===== src/rtl/vout_pkg.sv =====
// Shared types and constants for the video output timing controller:
// FSM state encoding, configuration field addresses and default field widths.
package vout_pkg;

    typedef enum logic [1:0] {
        ST_IDLE    = 2'd0,
        ST_RUN     = 2'd1,
        ST_PENDING = 2'd2,
        ST_DRAIN   = 2'd3
    } state_t;

    localparam logic [2:0] ADDR_HFP     = 3'd0;
    localparam logic [2:0] ADDR_HSW     = 3'd1;
    localparam logic [2:0] ADDR_HBP     = 3'd2;
    localparam logic [2:0] ADDR_HACTIVE = 3'd3;
    localparam logic [2:0] ADDR_VFP     = 3'd4;
    localparam logic [2:0] ADDR_VSW     = 3'd5;
    localparam logic [2:0] ADDR_VBP     = 3'd6;
    localparam logic [2:0] ADDR_VACTIVE = 3'd7;

    localparam int DEF_HFP_WIDTH     = 8;
    localparam int DEF_HSW_WIDTH     = 4;
    localparam int DEF_HBP_WIDTH     = 8;
    localparam int DEF_HACTIVE_WIDTH = 16;
    localparam int DEF_VFP_WIDTH     = 8;
    localparam int DEF_VSW_WIDTH     = 4;
    localparam int DEF_VBP_WIDTH     = 8;
    localparam int DEF_VACTIVE_WIDTH = 16;

endpackage


===== src/rtl/vout_timing_ctrl_if.sv =====
// Configuration write channel. A write transfers on a rising edge where
// cfg_valid_i and cfg_ready_o are both high; cfg_addr_i/cfg_wdata_i must be stable while cfg_valid_i is high.
interface vout_timing_ctrl_if;
    logic        cfg_valid_i;
    logic        cfg_ready_o;
    logic [2:0]  cfg_addr_i;
    logic [15:0] cfg_wdata_i;

    modport master (
        output cfg_valid_i,
        output cfg_addr_i,
        output cfg_wdata_i,
        input  cfg_ready_o
    );

    modport slave (
        input  cfg_valid_i,
        input  cfg_addr_i,
        input  cfg_wdata_i,
        output cfg_ready_o
    );
endinterface


===== src/rtl/vout_timing_ctrl_cfg_bank.sv =====
// Shadow/active register bank: writes land in the shadow bank, copy_en
// transfers the whole shadow bank into the active bank in one edge.
module vout_cfg_bank
    import vout_pkg::*;
#(
    parameter int HFP_WIDTH     = DEF_HFP_WIDTH,
    parameter int HSW_WIDTH     = DEF_HSW_WIDTH,
    parameter int HBP_WIDTH     = DEF_HBP_WIDTH,
    parameter int HACTIVE_WIDTH = DEF_HACTIVE_WIDTH,
    parameter int VFP_WIDTH     = DEF_VFP_WIDTH,
    parameter int VSW_WIDTH     = DEF_VSW_WIDTH,
    parameter int VBP_WIDTH     = DEF_VBP_WIDTH,
    parameter int VACTIVE_WIDTH = DEF_VACTIVE_WIDTH
) (
    input  logic                     clk,
    input  logic                     rst,
    input  logic                     wr_en,
    input  logic [2:0]               wr_addr,
    input  logic [15:0]              wr_data,
    input  logic                     copy_en,
    output logic                     shadow_ok,
    output logic [HFP_WIDTH-1:0]     hfp_o,
    output logic [HSW_WIDTH-1:0]     hsw_o,
    output logic [HBP_WIDTH-1:0]     hbp_o,
    output logic [HACTIVE_WIDTH-1:0] hactive_o,
    output logic [VFP_WIDTH-1:0]     vfp_o,
    output logic [VSW_WIDTH-1:0]     vsw_o,
    output logic [VBP_WIDTH-1:0]     vbp_o,
    output logic [VACTIVE_WIDTH-1:0] vactive_o
);

    logic [HFP_WIDTH-1:0]     sh_hfp_q, sh_hfp_d, act_hfp_q, act_hfp_d;
    logic [HSW_WIDTH-1:0]     sh_hsw_q, sh_hsw_d, act_hsw_q, act_hsw_d;
    logic [HBP_WIDTH-1:0]     sh_hbp_q, sh_hbp_d, act_hbp_q, act_hbp_d;
    logic [HACTIVE_WIDTH-1:0] sh_hact_q, sh_hact_d, act_hact_q, act_hact_d;
    logic [VFP_WIDTH-1:0]     sh_vfp_q, sh_vfp_d, act_vfp_q, act_vfp_d;
    logic [VSW_WIDTH-1:0]     sh_vsw_q, sh_vsw_d, act_vsw_q, act_vsw_d;
    logic [VBP_WIDTH-1:0]     sh_vbp_q, sh_vbp_d, act_vbp_q, act_vbp_d;
    logic [VACTIVE_WIDTH-1:0] sh_vact_q, sh_vact_d, act_vact_q, act_vact_d;

    // Fields narrower than the bus keep only the low bits of the write data.
    always_comb begin
        sh_hfp_d  = sh_hfp_q;
        sh_hsw_d  = sh_hsw_q;
        sh_hbp_d  = sh_hbp_q;
        sh_hact_d = sh_hact_q;
        sh_vfp_d  = sh_vfp_q;
        sh_vsw_d  = sh_vsw_q;
        sh_vbp_d  = sh_vbp_q;
        sh_vact_d = sh_vact_q;
        if (wr_en) begin
            case (wr_addr)
                ADDR_HFP:     sh_hfp_d  = wr_data[HFP_WIDTH-1:0];
                ADDR_HSW:     sh_hsw_d  = wr_data[HSW_WIDTH-1:0];
                ADDR_HBP:     sh_hbp_d  = wr_data[HBP_WIDTH-1:0];
                ADDR_HACTIVE: sh_hact_d = wr_data[HACTIVE_WIDTH-1:0];
                ADDR_VFP:     sh_vfp_d  = wr_data[VFP_WIDTH-1:0];
                ADDR_VSW:     sh_vsw_d  = wr_data[VSW_WIDTH-1:0];
                ADDR_VBP:     sh_vbp_d  = wr_data[VBP_WIDTH-1:0];
                ADDR_VACTIVE: sh_vact_d = wr_data[VACTIVE_WIDTH-1:0];
                default:      ;
            endcase
        end
    end

    always_comb begin
        act_hfp_d  = act_hfp_q;
        act_hsw_d  = act_hsw_q;
        act_hbp_d  = act_hbp_q;
        act_hact_d = act_hact_q;
        act_vfp_d  = act_vfp_q;
        act_vsw_d  = act_vsw_q;
        act_vbp_d  = act_vbp_q;
        act_vact_d = act_vact_q;
        if (copy_en) begin
            act_hfp_d  = sh_hfp_q;
            act_hsw_d  = sh_hsw_q;
            act_hbp_d  = sh_hbp_q;
            act_hact_d = sh_hact_q;
            act_vfp_d  = sh_vfp_q;
            act_vsw_d  = sh_vsw_q;
            act_vbp_d  = sh_vbp_q;
            act_vact_d = sh_vact_q;
        end
    end

    always_ff @(posedge clk) begin
        if (rst) begin
            sh_hfp_q   <= '0;
            sh_hsw_q   <= '0;
            sh_hbp_q   <= '0;
            sh_hact_q  <= '0;
            sh_vfp_q   <= '0;
            sh_vsw_q   <= '0;
            sh_vbp_q   <= '0;
            sh_vact_q  <= '0;
            act_hfp_q  <= '0;
            act_hsw_q  <= '0;
            act_hbp_q  <= '0;
            act_hact_q <= '0;
            act_vfp_q  <= '0;
            act_vsw_q  <= '0;
            act_vbp_q  <= '0;
            act_vact_q <= '0;
        end else begin
            sh_hfp_q   <= sh_hfp_d;
            sh_hsw_q   <= sh_hsw_d;
            sh_hbp_q   <= sh_hbp_d;
            sh_hact_q  <= sh_hact_d;
            sh_vfp_q   <= sh_vfp_d;
            sh_vsw_q   <= sh_vsw_d;
            sh_vbp_q   <= sh_vbp_d;
            sh_vact_q  <= sh_vact_d;
            act_hfp_q  <= act_hfp_d;
            act_hsw_q  <= act_hsw_d;
            act_hbp_q  <= act_hbp_d;
            act_hact_q <= act_hact_d;
            act_vfp_q  <= act_vfp_d;
            act_vsw_q  <= act_vsw_d;
            act_vbp_q  <= act_vbp_d;
            act_vact_q <= act_vact_d;
        end
    end

    // Zero sync widths or active sizes would stall the generator.
    assign shadow_ok = (|sh_hsw_q) && (|sh_hact_q) && (|sh_vsw_q) && (|sh_vact_q);

    assign hfp_o     = act_hfp_q;
    assign hsw_o     = act_hsw_q;
    assign hbp_o     = act_hbp_q;
    assign hactive_o = act_hact_q;
    assign vfp_o     = act_vfp_q;
    assign vsw_o     = act_vsw_q;
    assign vbp_o     = act_vbp_q;
    assign vactive_o = act_vact_q;

endmodule


===== src/rtl/vout_timing_ctrl.sv =====
// Video output timing controller: holds the generator's timing fields and
// applies new configurations only at frame boundaries while output runs.
module vout_timing_ctrl
    import vout_pkg::*;
#(
    parameter int HFP_WIDTH     = DEF_HFP_WIDTH,
    parameter int HSW_WIDTH     = DEF_HSW_WIDTH,
    parameter int HBP_WIDTH     = DEF_HBP_WIDTH,
    parameter int HACTIVE_WIDTH = DEF_HACTIVE_WIDTH,
    parameter int VFP_WIDTH     = DEF_VFP_WIDTH,
    parameter int VSW_WIDTH     = DEF_VSW_WIDTH,
    parameter int VBP_WIDTH     = DEF_VBP_WIDTH,
    parameter int VACTIVE_WIDTH = DEF_VACTIVE_WIDTH
) (
    input  logic                     clk,
    input  logic                     rst,
    vout_timing_ctrl_if.slave        cfg,
    input  logic                     commit_i,
    input  logic                     start_i,
    input  logic                     stop_i,
    input  logic                     frame_end_i,
    output logic [HFP_WIDTH-1:0]     hfp_o,
    output logic [HSW_WIDTH-1:0]     hsw_o,
    output logic [HBP_WIDTH-1:0]     hbp_o,
    output logic [HACTIVE_WIDTH-1:0] hactive_o,
    output logic [VFP_WIDTH-1:0]     vfp_o,
    output logic [VSW_WIDTH-1:0]     vsw_o,
    output logic [VBP_WIDTH-1:0]     vbp_o,
    output logic [VACTIVE_WIDTH-1:0] vactive_o,
    output logic                     sync_en_o,
    output logic                     busy_o,
    output logic                     cfg_err_o,
    output logic [15:0]              frame_cnt_o,
    output state_t                   dbg_state_o
);

    state_t      state_q, state_d;
    logic        err_q, err_d;
    logic        loaded_q, loaded_d;
    logic        pend_q, pend_d;
    logic [15:0] cnt_q, cnt_d;
    logic        copy_en;
    logic        shadow_ok;
    logic        wr_en;

    assign cfg.cfg_ready_o = (state_q == ST_IDLE) || (state_q == ST_RUN);
    assign wr_en           = cfg.cfg_valid_i && cfg.cfg_ready_o;

    vout_cfg_bank #(
        .HFP_WIDTH    (HFP_WIDTH),
        .HSW_WIDTH    (HSW_WIDTH),
        .HBP_WIDTH    (HBP_WIDTH),
        .HACTIVE_WIDTH(HACTIVE_WIDTH),
        .VFP_WIDTH    (VFP_WIDTH),
        .VSW_WIDTH    (VSW_WIDTH),
        .VBP_WIDTH    (VBP_WIDTH),
        .VACTIVE_WIDTH(VACTIVE_WIDTH)
    ) u_bank (
        .clk      (clk),
        .rst      (rst),
        .wr_en    (wr_en),
        .wr_addr  (cfg.cfg_addr_i),
        .wr_data  (cfg.cfg_wdata_i),
        .copy_en  (copy_en),
        .shadow_ok(shadow_ok),
        .hfp_o    (hfp_o),
        .hsw_o    (hsw_o),
        .hbp_o    (hbp_o),
        .hactive_o(hactive_o),
        .vfp_o    (vfp_o),
        .vsw_o    (vsw_o),
        .vbp_o    (vbp_o),
        .vactive_o(vactive_o)
    );

    // pend_q remembers an accepted commit so a stop in PENDING still applies it.
    always_comb begin
        state_d  = state_q;
        err_d    = err_q;
        loaded_d = loaded_q;
        pend_d   = pend_q;
        cnt_d    = cnt_q;
        copy_en  = 1'b0;
        if (frame_end_i && (state_q != ST_IDLE)) begin
            cnt_d = cnt_q + 16'd1;
        end
        case (state_q)
            ST_IDLE: begin
                if (commit_i) begin
                    if (shadow_ok) begin
                        copy_en  = 1'b1;
                        err_d    = 1'b0;
                        loaded_d = 1'b1;
                    end else begin
                        err_d = 1'b1;
                    end
                end
                if (start_i && !stop_i && loaded_q) begin
                    state_d = ST_RUN;
                end
            end
            ST_RUN: begin
                if (stop_i) begin
                    state_d = ST_DRAIN;
                end else if (commit_i) begin
                    if (shadow_ok) begin
                        state_d = ST_PENDING;
                        pend_d  = 1'b1;
                    end else begin
                        err_d = 1'b1;
                    end
                end
            end
            ST_PENDING: begin
                if (frame_end_i) begin
                    copy_en = 1'b1;
                    err_d   = 1'b0;
                    pend_d  = 1'b0;
                    state_d = stop_i ? ST_DRAIN : ST_RUN;
                end else if (stop_i) begin
                    state_d = ST_DRAIN;
                end
            end
            ST_DRAIN: begin
                if (frame_end_i) begin
                    if (pend_q) begin
                        copy_en = 1'b1;
                        err_d   = 1'b0;
                        pend_d  = 1'b0;
                    end
                    state_d = ST_IDLE;
                end
            end
            default: state_d = ST_IDLE;
        endcase
    end

    always_ff @(posedge clk) begin
        if (rst) begin
            state_q  <= ST_IDLE;
            err_q    <= 1'b0;
            loaded_q <= 1'b0;
            pend_q   <= 1'b0;
            cnt_q    <= 16'd0;
        end else begin
            state_q  <= state_d;
            err_q    <= err_d;
            loaded_q <= loaded_d;
            pend_q   <= pend_d;
            cnt_q    <= cnt_d;
        end
    end

    assign sync_en_o   = (state_q != ST_IDLE);
    assign busy_o      = (state_q == ST_PENDING) || ((state_q == ST_DRAIN) && pend_q);
    assign cfg_err_o   = err_q;
    assign frame_cnt_o = cnt_q;
    assign dbg_state_o = state_q;

endmodule

===== src/flat_wrapper.sv =====
// flat-port wrapper written by rule: the top's interface ports become plain ports
module vout_timing_ctrl_flat import vout_pkg::*;
#(
    parameter int HFP_WIDTH     = DEF_HFP_WIDTH,
    parameter int HSW_WIDTH     = DEF_HSW_WIDTH,
    parameter int HBP_WIDTH     = DEF_HBP_WIDTH,
    parameter int HACTIVE_WIDTH = DEF_HACTIVE_WIDTH,
    parameter int VFP_WIDTH     = DEF_VFP_WIDTH,
    parameter int VSW_WIDTH     = DEF_VSW_WIDTH,
    parameter int VBP_WIDTH     = DEF_VBP_WIDTH,
    parameter int VACTIVE_WIDTH = DEF_VACTIVE_WIDTH
)
  (clk, rst, commit_i, start_i, stop_i, frame_end_i, hfp_o, hsw_o, hbp_o, hactive_o, vfp_o, vsw_o, vbp_o, vactive_o, sync_en_o, busy_o, cfg_err_o, frame_cnt_o, dbg_state_o, cfg_cfg_valid_i, cfg_cfg_addr_i, cfg_cfg_wdata_i, cfg_cfg_ready_o);
  vout_timing_ctrl_if cfg_i ();
  input  logic clk;
  input  logic rst;
  input  logic commit_i;
  input  logic start_i;
  input  logic stop_i;
  input  logic frame_end_i;
  output logic [HFP_WIDTH-1:0] hfp_o;
  output logic [HSW_WIDTH-1:0] hsw_o;
  output logic [HBP_WIDTH-1:0] hbp_o;
  output logic [HACTIVE_WIDTH-1:0] hactive_o;
  output logic [VFP_WIDTH-1:0] vfp_o;
  output logic [VSW_WIDTH-1:0] vsw_o;
  output logic [VBP_WIDTH-1:0] vbp_o;
  output logic [VACTIVE_WIDTH-1:0] vactive_o;
  output logic sync_en_o;
  output logic busy_o;
  output logic cfg_err_o;
  output logic [15:0] frame_cnt_o;
  output state_t dbg_state_o;
  input wire logic [$bits(cfg_i.cfg_valid_i)-1:0] cfg_cfg_valid_i;
  input wire logic [$bits(cfg_i.cfg_addr_i)-1:0] cfg_cfg_addr_i;
  input wire logic [$bits(cfg_i.cfg_wdata_i)-1:0] cfg_cfg_wdata_i;
  output wire logic [$bits(cfg_i.cfg_ready_o)-1:0] cfg_cfg_ready_o;
  assign cfg_i.cfg_valid_i = cfg_cfg_valid_i;
  assign cfg_i.cfg_addr_i = cfg_cfg_addr_i;
  assign cfg_i.cfg_wdata_i = cfg_cfg_wdata_i;
  assign cfg_cfg_ready_o = cfg_i.cfg_ready_o;
  vout_timing_ctrl #(.HFP_WIDTH(HFP_WIDTH), .HSW_WIDTH(HSW_WIDTH), .HBP_WIDTH(HBP_WIDTH), .HACTIVE_WIDTH(HACTIVE_WIDTH), .VFP_WIDTH(VFP_WIDTH), .VSW_WIDTH(VSW_WIDTH), .VBP_WIDTH(VBP_WIDTH), .VACTIVE_WIDTH(VACTIVE_WIDTH)) u_core (.clk(clk), .rst(rst), .cfg(cfg_i), .commit_i(commit_i), .start_i(start_i), .stop_i(stop_i), .frame_end_i(frame_end_i), .hfp_o(hfp_o), .hsw_o(hsw_o), .hbp_o(hbp_o), .hactive_o(hactive_o), .vfp_o(vfp_o), .vsw_o(vsw_o), .vbp_o(vbp_o), .vactive_o(vactive_o), .sync_en_o(sync_en_o), .busy_o(busy_o), .cfg_err_o(cfg_err_o), .frame_cnt_o(frame_cnt_o), .dbg_state_o(dbg_state_o));
endmodule

===== config.mk =====
export PLATFORM = sky130hd
export DESIGN_NAME = vout_timing_ctrl_flat
export DESIGN_NICKNAME = d
export VERILOG_FILES = /design/src/rtl/vout_pkg.sv /design/src/rtl/vout_timing_ctrl_if.sv /design/src/rtl/vout_timing_ctrl_cfg_bank.sv /design/src/rtl/vout_timing_ctrl.sv /design/src/flat_wrapper.sv
export SDC_FILE = /design/constraint.sdc
export NUM_CORES = 1
export LEC_CHECK = 0
export CAP_MARGIN = 25
export CORE_ASPECT_RATIO = 1.75
export CORE_MARGIN = 4
export CORE_UTILIZATION = 53
export DETAILED_ROUTE_END_ITERATION = 16
export PLACE_DENSITY = 0.81
export SKIP_LAST_GASP = 1
export SYNTH_ARGS = -nofsm -noshare
export SYNTH_HDL_FRONTEND = slang
export SYNTH_SLANG_ARGS = --single-unit
export TNS_END_PERCENT = 20

===== constraint.sdc =====
create_clock -name clk -period 2 [get_ports clk]
set_input_delay 0.3 -clock clk [delete_from_list [all_inputs] [get_ports clk]]
set_output_delay 0.3 -clock clk [all_outputs]
set_load 0.01 [all_outputs]

==> reports/qor.txt <==
core area - 12900 sq um
# setup viols final - 0
Mean Syn Cell Area - 9.87 sq um
vias in the first global route - 5330
total grt overflow - 0
Yosys reg bits - 165
total power - 6960 uW
Post-synth EDFFs - 0
Layout area overhead - 27.5%
Ant. Diodes - 0
Finished Layout Cells - 1002
Least-Margin Pin Slew - 0.552 ns
post-synth cell types - 42
CP Data Required Time - 1.70 ns
area of the die - 15200 sq um
GRT Total Usage - 22.9%
fmax - 0.505 GHz
initial antenna violation count - 0
Ys Warns - 0
Post-CTS Setup Bufs - 0
CTS buffer count - 17
largest net degree at the start of global routing - 65
Cell Area, Synth - 6990 sq um
CTS Buffer Depth - 2
Power Density - 782 nW/um^2
critical path class - register to primary output
worst min path class - input pin to register
status - completed
Pleak - 0.00315 uW
final wirelength - 16600 microns
gpl congestion - 0.862
final hold viol count - 0
Die Y - 160 microns
clock sink count - 165
# IOs - 120
first-pass GRT wire length - 27100 microns
CTS tree - done
Initial DRC Count - 164
crit share post-route - 99.0%
max-cap viol count - 0
Max IR drop VDD - 610 uV
worst skew pair latency - 0.42 ns
CP Data Arrival Time - 1.68 ns
Clock transition at path regs - 0.06 ns
Post-Syn Nets - 735
Layout Skew - 0.00890 ns
layout cells sized above 1 - 7.10%
Die Wd - 94.8 microns
Setup crit start kind - register
antenna viol nets, final - 0
Slew Viols, Final - 0
DP Cell Count - 970
Pre-antenna DRT Iters - 4
routed vias - 5213
Port Buf Inserts - 119
Async S/R FF share, synth - 0%
DR vias/cell - 5.20
CP endpoint kind - primary output
Mapped Cells - 708
Worst Reg-to-Reg Cells - 6
r2r setup slk - 0.10 ns
post-synthesis sequential area ratio - 47.3%
Hold Path Depth - 2
RSZ-0062 raised after global routing - true
DP HPWL - 11800 microns
Primary FF master, synth - dfxtp_1
CTS H-tree lvls - 4
Row Count - 55
Nets - 845
normalized max-slew margin - 63.2%
Root Driver - clkbuf_16
min Tclk post-route - 1.98 ns
drt drc - 0
Starting Density - 54.0%
crit-path max FO - 15
WL/cell - 16.5 microns
worst hold margin - 0.351 ns
==> critical path, cell delays in order, from the launching register on <==
cell and delay, ns:
dfxtp_2 0.49, nand2b_1 0.12, and2_1 0.17, clkdlybuf4s50_1 0.48
==> layout make-up <==
type	count	area [sq um]
timing repair buffer	140	1430
multi-input combinational	489	3340
inverter	5	18.8
fill	1033	4030
clock buffer	18	429
sequential	165	3310
clock inverter	14	166
tap	171	214
==> per-layer routing <==
metal,track usage (%),up-vias,wire length (microns)
met2,41.1,140,8960
met4,9.46,0,395
li1,-,2564,-
met1,25.1,2482,6220
met3,5.51,27,978
met5,0,-,0
==> power by group <==
part / internal [uW] / switching [uW]
Combinational: 163 / 179
Sequential: 3320 / 23.8
Clock: 1880 / 1400
Total: 5360 / 1610
==> state kept, by name, indices dropped and copies added (netlist names), 8 cells and up <==
| name | cells |
|---|---|
| u_core.u_bank.hbp_o | 8 |
| u_core.u_bank.vfp_o | 8 |
| u_core.u_bank.sh_hbp_q | 8 |
| u_core.u_bank.sh_hfp_q | 8 |
| u_core.u_bank.sh_vbp_q | 8 |
| u_core.u_bank.vactive_o | 16 |
| u_core.u_bank.hfp_o | 8 |
| u_core.frame_cnt_o | 16 |
| u_core.u_bank.sh_hact_q | 16 |
| u_core.u_bank.hactive_o | 16 |
| u_core.u_bank.sh_vact_q | 16 |
| u_core.u_bank.sh_vfp_q | 8 |
| u_core.u_bank.vbp_o | 8 |
==> final timing paths <==
path,from,endpoint
setup / recovery,u_core.dbg_state_o[0],busy_o
setup reg to reg,u_core.u_bank.sh_vsw_q[3],u_core.u_bank.hactive_o[8]
hold reg to reg,u_core.u_bank.hfp_o[2],u_core.u_bank.hfp_o[2]
hold / removal,rst,u_core.u_bank.sh_hfp_q[7]
==> layout by cell type, fill, tap and decap left out, drive strengths merged, types with 2 or more instances in the layout <==
cell type	instances
nor2b	2
nand2b	114
or3	2
mux2i	129
dfxtp	165
clkbuf	18
nand4	5
a31oi	2
and3	3
nor3b	3
nand2	42
or2b	32
nor2	82
clkdlybuf4s50	118
a21oi	21
inv	11
clkinvlp	3
nor4	13
xor2	7
o21ai	2
clkinv	3
buf	22
nor4bb	2
nand3b	3
nand3	5
xnor2	6
bufinv	2
==> synthesized netlist by cell type, types with 2 or more instances <==
cell | n | share of area [%]
buf_1 | 2 | 0.11
or2b_1 | 32 | 3.4
inv_1 | 5 | 0.27
nand4_1 | 5 | 0.45
and3_1 | 3 | 0.27
clkbuf_1 | 33 | 1.8
xnor2_1 | 6 | 0.75
nand3_1 | 5 | 0.36
mux2i_1 | 129 | 18
buf_2 | 3 | 0.21
xor2_1 | 7 | 0.88
or3_1 | 2 | 0.18
a31oi_1 | 2 | 0.18
a21oi_1 | 21 | 1.5
o21ai_0 | 2 | 0.14
buf_4 | 2 | 0.21
nor3b_1 | 3 | 0.32
nand2b_1 | 114 | 10
nor4bb_1 | 2 | 0.29
nand3b_1 | 3 | 0.32
buf_12 | 8 | 2.3
nor4_1 | 12 | 1.1
dfxtp_1 | 165 | 47
nand2_1 | 42 | 2.3
nor2_1 | 82 | 4.4
nor2b_1 | 2 | 0.18
==> repair_timing <==
action	4_1_cts	5_1_grt
hold buffers	0	0
endpoints found under the setup margin	3	2
gates resized for setup	2	1
==> logic make-up after synthesis <==
logic type,share of synthesized area [%]
buffers and inverters,5.03
adder cells (fa/ha/maj),0.179
flip-flops,47.3
multiplexers,18.5
AND/OR/NAND/NOR,24.3
AO/OA/AOI/OAI,3.06
XOR/XNOR,1.63
==> stage by stage <==
stage / TNS (ns) / area (sq um) / util [%] / setup slack [ns]
3_5_place_dp: 0 / 8310 / 64.2 / 0.0221
5_1_grt: -0.0613 / 8910 / 68.8 / -0.0613
4_1_cts: 0 / 8900 / 68.8 / 0.0102
2_1_floorplan: 0 / 6990 / - / 0.294
3_3_place_gp: 0 / 8310 / 64.2 / 0.128
6_report: 0 / 8910 / 68.8 / 0.0208
(Power assumes the default switching activity.)
==> RTL edit 1, RTL diff (same settings) <==
Change the package constant `DEF_VFP_WIDTH` from 8 to 12.
--- a/src/rtl/vout_pkg.sv
+++ b/src/rtl/vout_pkg.sv
@@ -22,7 +22,7 @@
     localparam int DEF_HSW_WIDTH     = 4;
     localparam int DEF_HBP_WIDTH     = 8;
     localparam int DEF_HACTIVE_WIDTH = 16;
-    localparam int DEF_VFP_WIDTH     = 8;
+    localparam int DEF_VFP_WIDTH     = 12;
     localparam int DEF_VSW_WIDTH     = 4;
     localparam int DEF_VBP_WIDTH     = 8;
     localparam int DEF_VACTIVE_WIDTH = 16;
Interface: changed (resized vfp_o); port bits go from 120 to 124. No check against the original RTL was run, so the function may have changed too.
==> RTL edit 1 against the unedited design <==
Worst setup slack better by 0.026 ns; final area increased by 4.4%; clock skew grew 0.0017 ns; sequential cell count up 8; area after synthesis increased by 2.3%; power up 4.3%; sequential share of layout area increased by 0.19 points; wire length is 5.2% higher; critical path type unchanged; largest power group unchanged.
==> RTL edit 1: results (changes against the unedited design) <==
Logic synthesis
  – Ranking of synthesized cells by area: dfxtp_1, mux2i_1, nand2b_1, nor2_1, nand2_1
  – Avg Cell Area, Syn: 9.70 sq um (-1.8%)
  – Most frequent cells after synthesis: dfxtp_1, nand2b_1, mux2i_1
  – Synth unique cells: 38 (-9.5%)
  – Sequential area share after synthesis: 48.5% (+1.2 points)
  – Syn_nets: 764 (+3.9%)

Finish
  – Nets: 887 (+5.0%)
  – Layout cell share with drive strength beyond 1: 7.79% (+0.69 points)

Global routing
  – Met1 usage: 25.8% (+0.74 points)
  – Largest net degree at the start of global routing: 61 (-6.2%)
  – First-pass GRT wire length: 27900 microns (+3.2%)
  – GR Util met2: 41.1% (about the same)
  – Gr usage total: 23.2% (+0.25 points)
  – Vias in the first global route: 5633 (+5.7%)
  – GRT met3 Usage: 6.52% (+1.0 points)

Setup path
  – Top Family by Delay on Critical Path: buffers and inverters
  – Critical path's largest stage delay: 0.57 ns (+0.08 ns)
  – Max FO, Critical Path: 8 (-7)
  – Crit path capture: cfg_cfg_ready_o
  – Critical path's slowest cell: clkdlybuf4s50_1
  – Worst R2R Start: u_core.u_bank.sh_vsw_q[3]$_SDFFE_PP0P_
  – Critical path startpoint: u_core.dbg_state_o[1]$_SDFFE_PP0P_
  – Setup slack, reg-to-reg: 0.07 ns (-0.03 ns)

Status
  – Status: finished clean

Placement
  – Dpl cells: 1012 (+4.3%)
  – Port Buf Inserts: 123 (+3.4%)
  – HPWL Detailed: 12300 microns (+4.1%)

Route
  – Final wirelength: 17400 microns (+5.2%)
  – Iteration count of the initial detailed-routing pass: 5 (+1)
  – DR WL/cell: 16.7 microns (+0.92%)
  – Drt first-iter violations: 298 (+82%)

Power and ir drop
  – Pleak: 3.36 nW (+6.5%)
  – Worst ir drop on vdd: 0.656 mV (+7.5%)
  – Internal power: 5.73 mW (+7.0%)

STA
  – Max-Slew Margin vs Limit: 59.5% (-3.7 points)
## RTL edit 1: changes by cell type in the layout (fill, tap and decap cells not counted), moves of 3 or more
cell             unedited run  this run
clkbuf_1                    1         4
mux2i_1                   129       137
nor2_1                     81        85
xor2_1                      7        10
clkdlybuf4s50_1           118       122
nand2b_1                  114       155
or2b_1                     32         0
clkinv_4                    3         0
xnor2_1                     6         3
buf_4                      15        27
dfxtp_1                   163       171
clkbuf_8                    0         3
## RTL edit 1: kinds of logic after synthesis
kind of cell               synth area share [%]
and+or+nand+nor                            24.0
DFF                                        48.5
muxes                                      19.2
buffers and inverters                      3.64
AOI/OAI and AO/OA                          2.92
xor gates and xnor gates                   1.59
adders and majority gates                 0.175
## RTL edit 1: how the worst min path moves through the flow
stage | from | to | slack (ns) | depth (start not counted)
detailed placement | u_core.u_bank.vactive_o[5]$_SDFFE_PP0P_ | u_core.u_bank.vactive_o[5]$_SDFFE_PP0P_ | 0.46 | 2
global route | rst | u_core.u_bank.sh_hbp_q[1]$_SDFFE_PP0P_ | 0.40 | 2
global placement | u_core.loaded_q$_SDFFE_PP0P_ | u_core.loaded_q$_SDFFE_PP0P_ | 0.45 | 2
CTS | rst | u_core.u_bank.sh_hbp_q[1]$_SDFFE_PP0P_ | 0.36 | 2
floorplan | u_core.loaded_q$_SDFFE_PP0P_ | u_core.loaded_q$_SDFFE_PP0P_ | 0.43 | 2
finish | rst | u_core.u_bank.sh_hbp_q[1]$_SDFFE_PP0P_ | 0.38 | 2
## RTL edit 1: routing by layer
| layer | wire [microns] | share of wire, % |
|---|---|---|
| met5 | 0 | 0 |
| met4 | 397 | 2.3 |
| met3 | 1010 | 5.8 |
| met2 | 9400 | 54 |
| met1 | 6600 | 38 |
## RTL edit 1: area by class of cell
type	count	area, sq um
inverter	4	15.0
clock buffer	24	482
fill	969	3780
tap	171	214
sequential	173	3470
multi-input combinational	509	3440
timing repair buffer	155	1540
clock inverter	8	130
## RTL edit 1: through the flow
| stage | area [sq um] | setup WS [ns] |
|---|---|---|
| floorplan | 7150 | 0.202 |
| global placement | 8670 | 0.0574 |
| detailed placement | 8670 | -0.00812 |
| CTS | 9290 | -0.00456 |
| global route | 9300 | 0.00143 |
| finish | 9300 | 0.0466 |
## RTL edit 1: power groups by stage
stage | Sequential, mW | Clock [mW] | Combinational [mW]
4_1_cts | 3.50 | 3.43 | 0.363
5_1_grt | 3.51 | 3.59 | 0.393
3_3_place_gp | 3.58 | 0 | 0.352
3_5_place_dp | 3.58 | 0 | 0.359
2_1_floorplan | 3.57 | 0 | 0.212
6_report | 3.50 | 3.39 | 0.365
## RTL edit 1: timing repair
action	CTS	global route
setup endpoints to repair	2	21
gates resized for setup	1	4
pin swaps	0	0
==> RTL edit 2, RTL diff (same settings) <==
Made on the original files. Take the reset off `sh_vact_q` and load it in a clocked block of its own.
--- a/src/rtl/vout_timing_ctrl_cfg_bank.sv
+++ b/src/rtl/vout_timing_ctrl_cfg_bank.sv
@@ -93,7 +93,6 @@
             sh_vfp_q   <= '0;
             sh_vsw_q   <= '0;
             sh_vbp_q   <= '0;
-            sh_vact_q  <= '0;
             act_hfp_q  <= '0;
             act_hsw_q  <= '0;
             act_hbp_q  <= '0;
@@ -110,7 +109,6 @@
             sh_vfp_q   <= sh_vfp_d;
             sh_vsw_q   <= sh_vsw_d;
             sh_vbp_q   <= sh_vbp_d;
-            sh_vact_q  <= sh_vact_d;
             act_hfp_q  <= act_hfp_d;
             act_hsw_q  <= act_hsw_d;
             act_hbp_q  <= act_hbp_d;
@@ -120,6 +118,10 @@
             act_vbp_q  <= act_vbp_d;
             act_vact_q <= act_vact_d;
         end
+    end
+
+    always_ff @(posedge clk) begin
+        sh_vact_q <= sh_vact_d;
     end
 
     // Zero sync widths or active sizes would stall the generator.
Check against the original RTL: not equivalent (Yosys sat finds a counterexample within 10 cycles, from zero or initial values and one cycle with rst high).
==> RTL edit 2 against the unedited design <==
Critical path depth grew 2; wire length up 28%; power is 2.1% higher; synthesized cell count is 7.8% higher; sequential cell count unchanged; via count rose by 27%; area after synthesis rose by 2.8%; final area grew 4.3%; fmax increased by 1.2%; worst setup slack improved by 0.024 ns; final cell count is 5.8% higher; highest routed layer unchanged; die area increased by 2.6%; global-route usage up 5.2 points; sequential share of layout area up 0.19 points.
==> RTL edit 2: results (changes against the unedited design) <==
Power and ir drop
  – Pleak: 3.19 nW (+1.1%)
  – Combinational Power Share: 5.8% (+0.9 points)
  – Power Total: 7.11 mW (+2.1%)
  – Switching Fraction: 23.8% (+0.70 points)

STA
  – Max-Slew Margin vs Limit: 56.8% (-6.5 points)
  – Setup Skew: 0.0154 ns (+0.00649 ns)

Setup path
  – Max FO, Critical Path: 36 (+21)
  – Crit path DAT: 2.26 ns (+0.58 ns)
  – Critical path's largest stage delay: 0.42 ns (-0.07 ns)
  – Top Family by Delay on Critical Path: simple AND/OR/NAND/NOR gates

Status
  – Status: finished clean

Logic synthesis
  – Syn_nets: 790 (+7.5%)
  – Most frequent cells after synthesis: dfxtp_1, nand2_1, inv_1
  – Sequential area share after synthesis: 48.2% (+0.95 points)
  – Number of flops mapped to enable cells by yosys: 16 (+16)
  – Avg Cell Area, Syn: 9.41 sq um (-4.6%)
  – Synth unique cells: 46 (+9.5%)

Floorplanning
  – Die Area: 15600 sq um (+2.6%)

Route
  – DR WL/cell: 20.1 microns (+21%)
  – Iteration count of the initial detailed-routing pass: 6 (+2)
  – Vias: 6623 (+27%)
  – Drt first-iter violations: 554 (+240%)

Finish
  – Non-Filler Instances: 1060 (+5.8%)
  – NonClk Buf Share: 16.9% (+0.79 points)
  – Fraction of area in multi-input gates: 34.0% (-3.5 points)
  – Inverter count: 78 (+73)
  – Clock-cell share: 6.33% (-0.36 points)
  – Multi-In Gates: 456 (-6.7%)
  – # fillers: 1006 (-2.6%)
  – Buffers, non-clock: 155 (+11%)
  – Nets: 900 (+6.5%)

Global routing
  – Largest net degree at the start of global routing: 146 (+120%)
  – Gr usage total: 28.1% (+5.2 points)

Placement
  – Cell Area, Placed: 8690 sq um (+4.7%)

Clocking
  – Post-CTS sizing: 3 (+1)
## RTL edit 2: cell count changes in the layout (fill, tap and decap cells not counted), moves of 32 or more
cell,delta
mux2i_1,-80
nand2_1,+50
a221o_1,+72
or2b_1,-32
inv_1,+72
nand2b_1,-113
o32ai_1,+72
## RTL edit 2: logic make-up (layout without fill, tap and decap cells)
family	count (synthesis)	after routing	synth area share, %
flip-flops	165	165	48.2
AND/OR/NAND/NOR	218	218	13.5
XOR/XNOR	11	11	1.34
AO/OA/AOI/OAI	177	177	21.7
adder cells (fa/ha/maj)	1	1	0.174
buffers and inverters	142	265	8.19
multiplexers	49	49	6.83
## RTL edit 2: routing by layer
layer / share of wire, % / routed length [microns] / track usage, % / vias to the layer above
li1: - / - / - / 3032
met1: 36 / 7700 / 32.3 / 3237
met2: 53 / 11400 / 48.0 / 300
met3: 7.0 / 1490 / 7.55 / 54
met4: 3.4 / 716 / 11.9 / 0
met5: 0 / 0 / 0 / -
## RTL edit 2: final timing paths
kind	slack (ns)	cells past startpoint	endpoint	start
worst max-delay path	0.04	5	u_core.u_bank.hfp_o[5]$_SDFFE_PP0P_	u_core.u_bank.sh_vact_q[3]$_DFFE_PP_
worst min-delay path	0.47	3	u_core.u_bank.sh_hbp_q[7]$_SDFFE_PP0P_	rst
worst max register to register	0.04	5	u_core.u_bank.hfp_o[5]$_SDFFE_PP0P_	u_core.u_bank.sh_vact_q[3]$_DFFE_PP_
worst min register to register	0.47	1	u_core.loaded_q$_SDFFE_PP0P_	u_core.loaded_q$_SDFFE_PP0P_
## RTL edit 2: worst min-delay path: cells and delay by family
| kind | cells | cell delay (ns) |
|---|---|---|
| buffers and inverters | 2 | 0.38 |
| AND/OR/NAND/NOR | 1 | 0.16 |
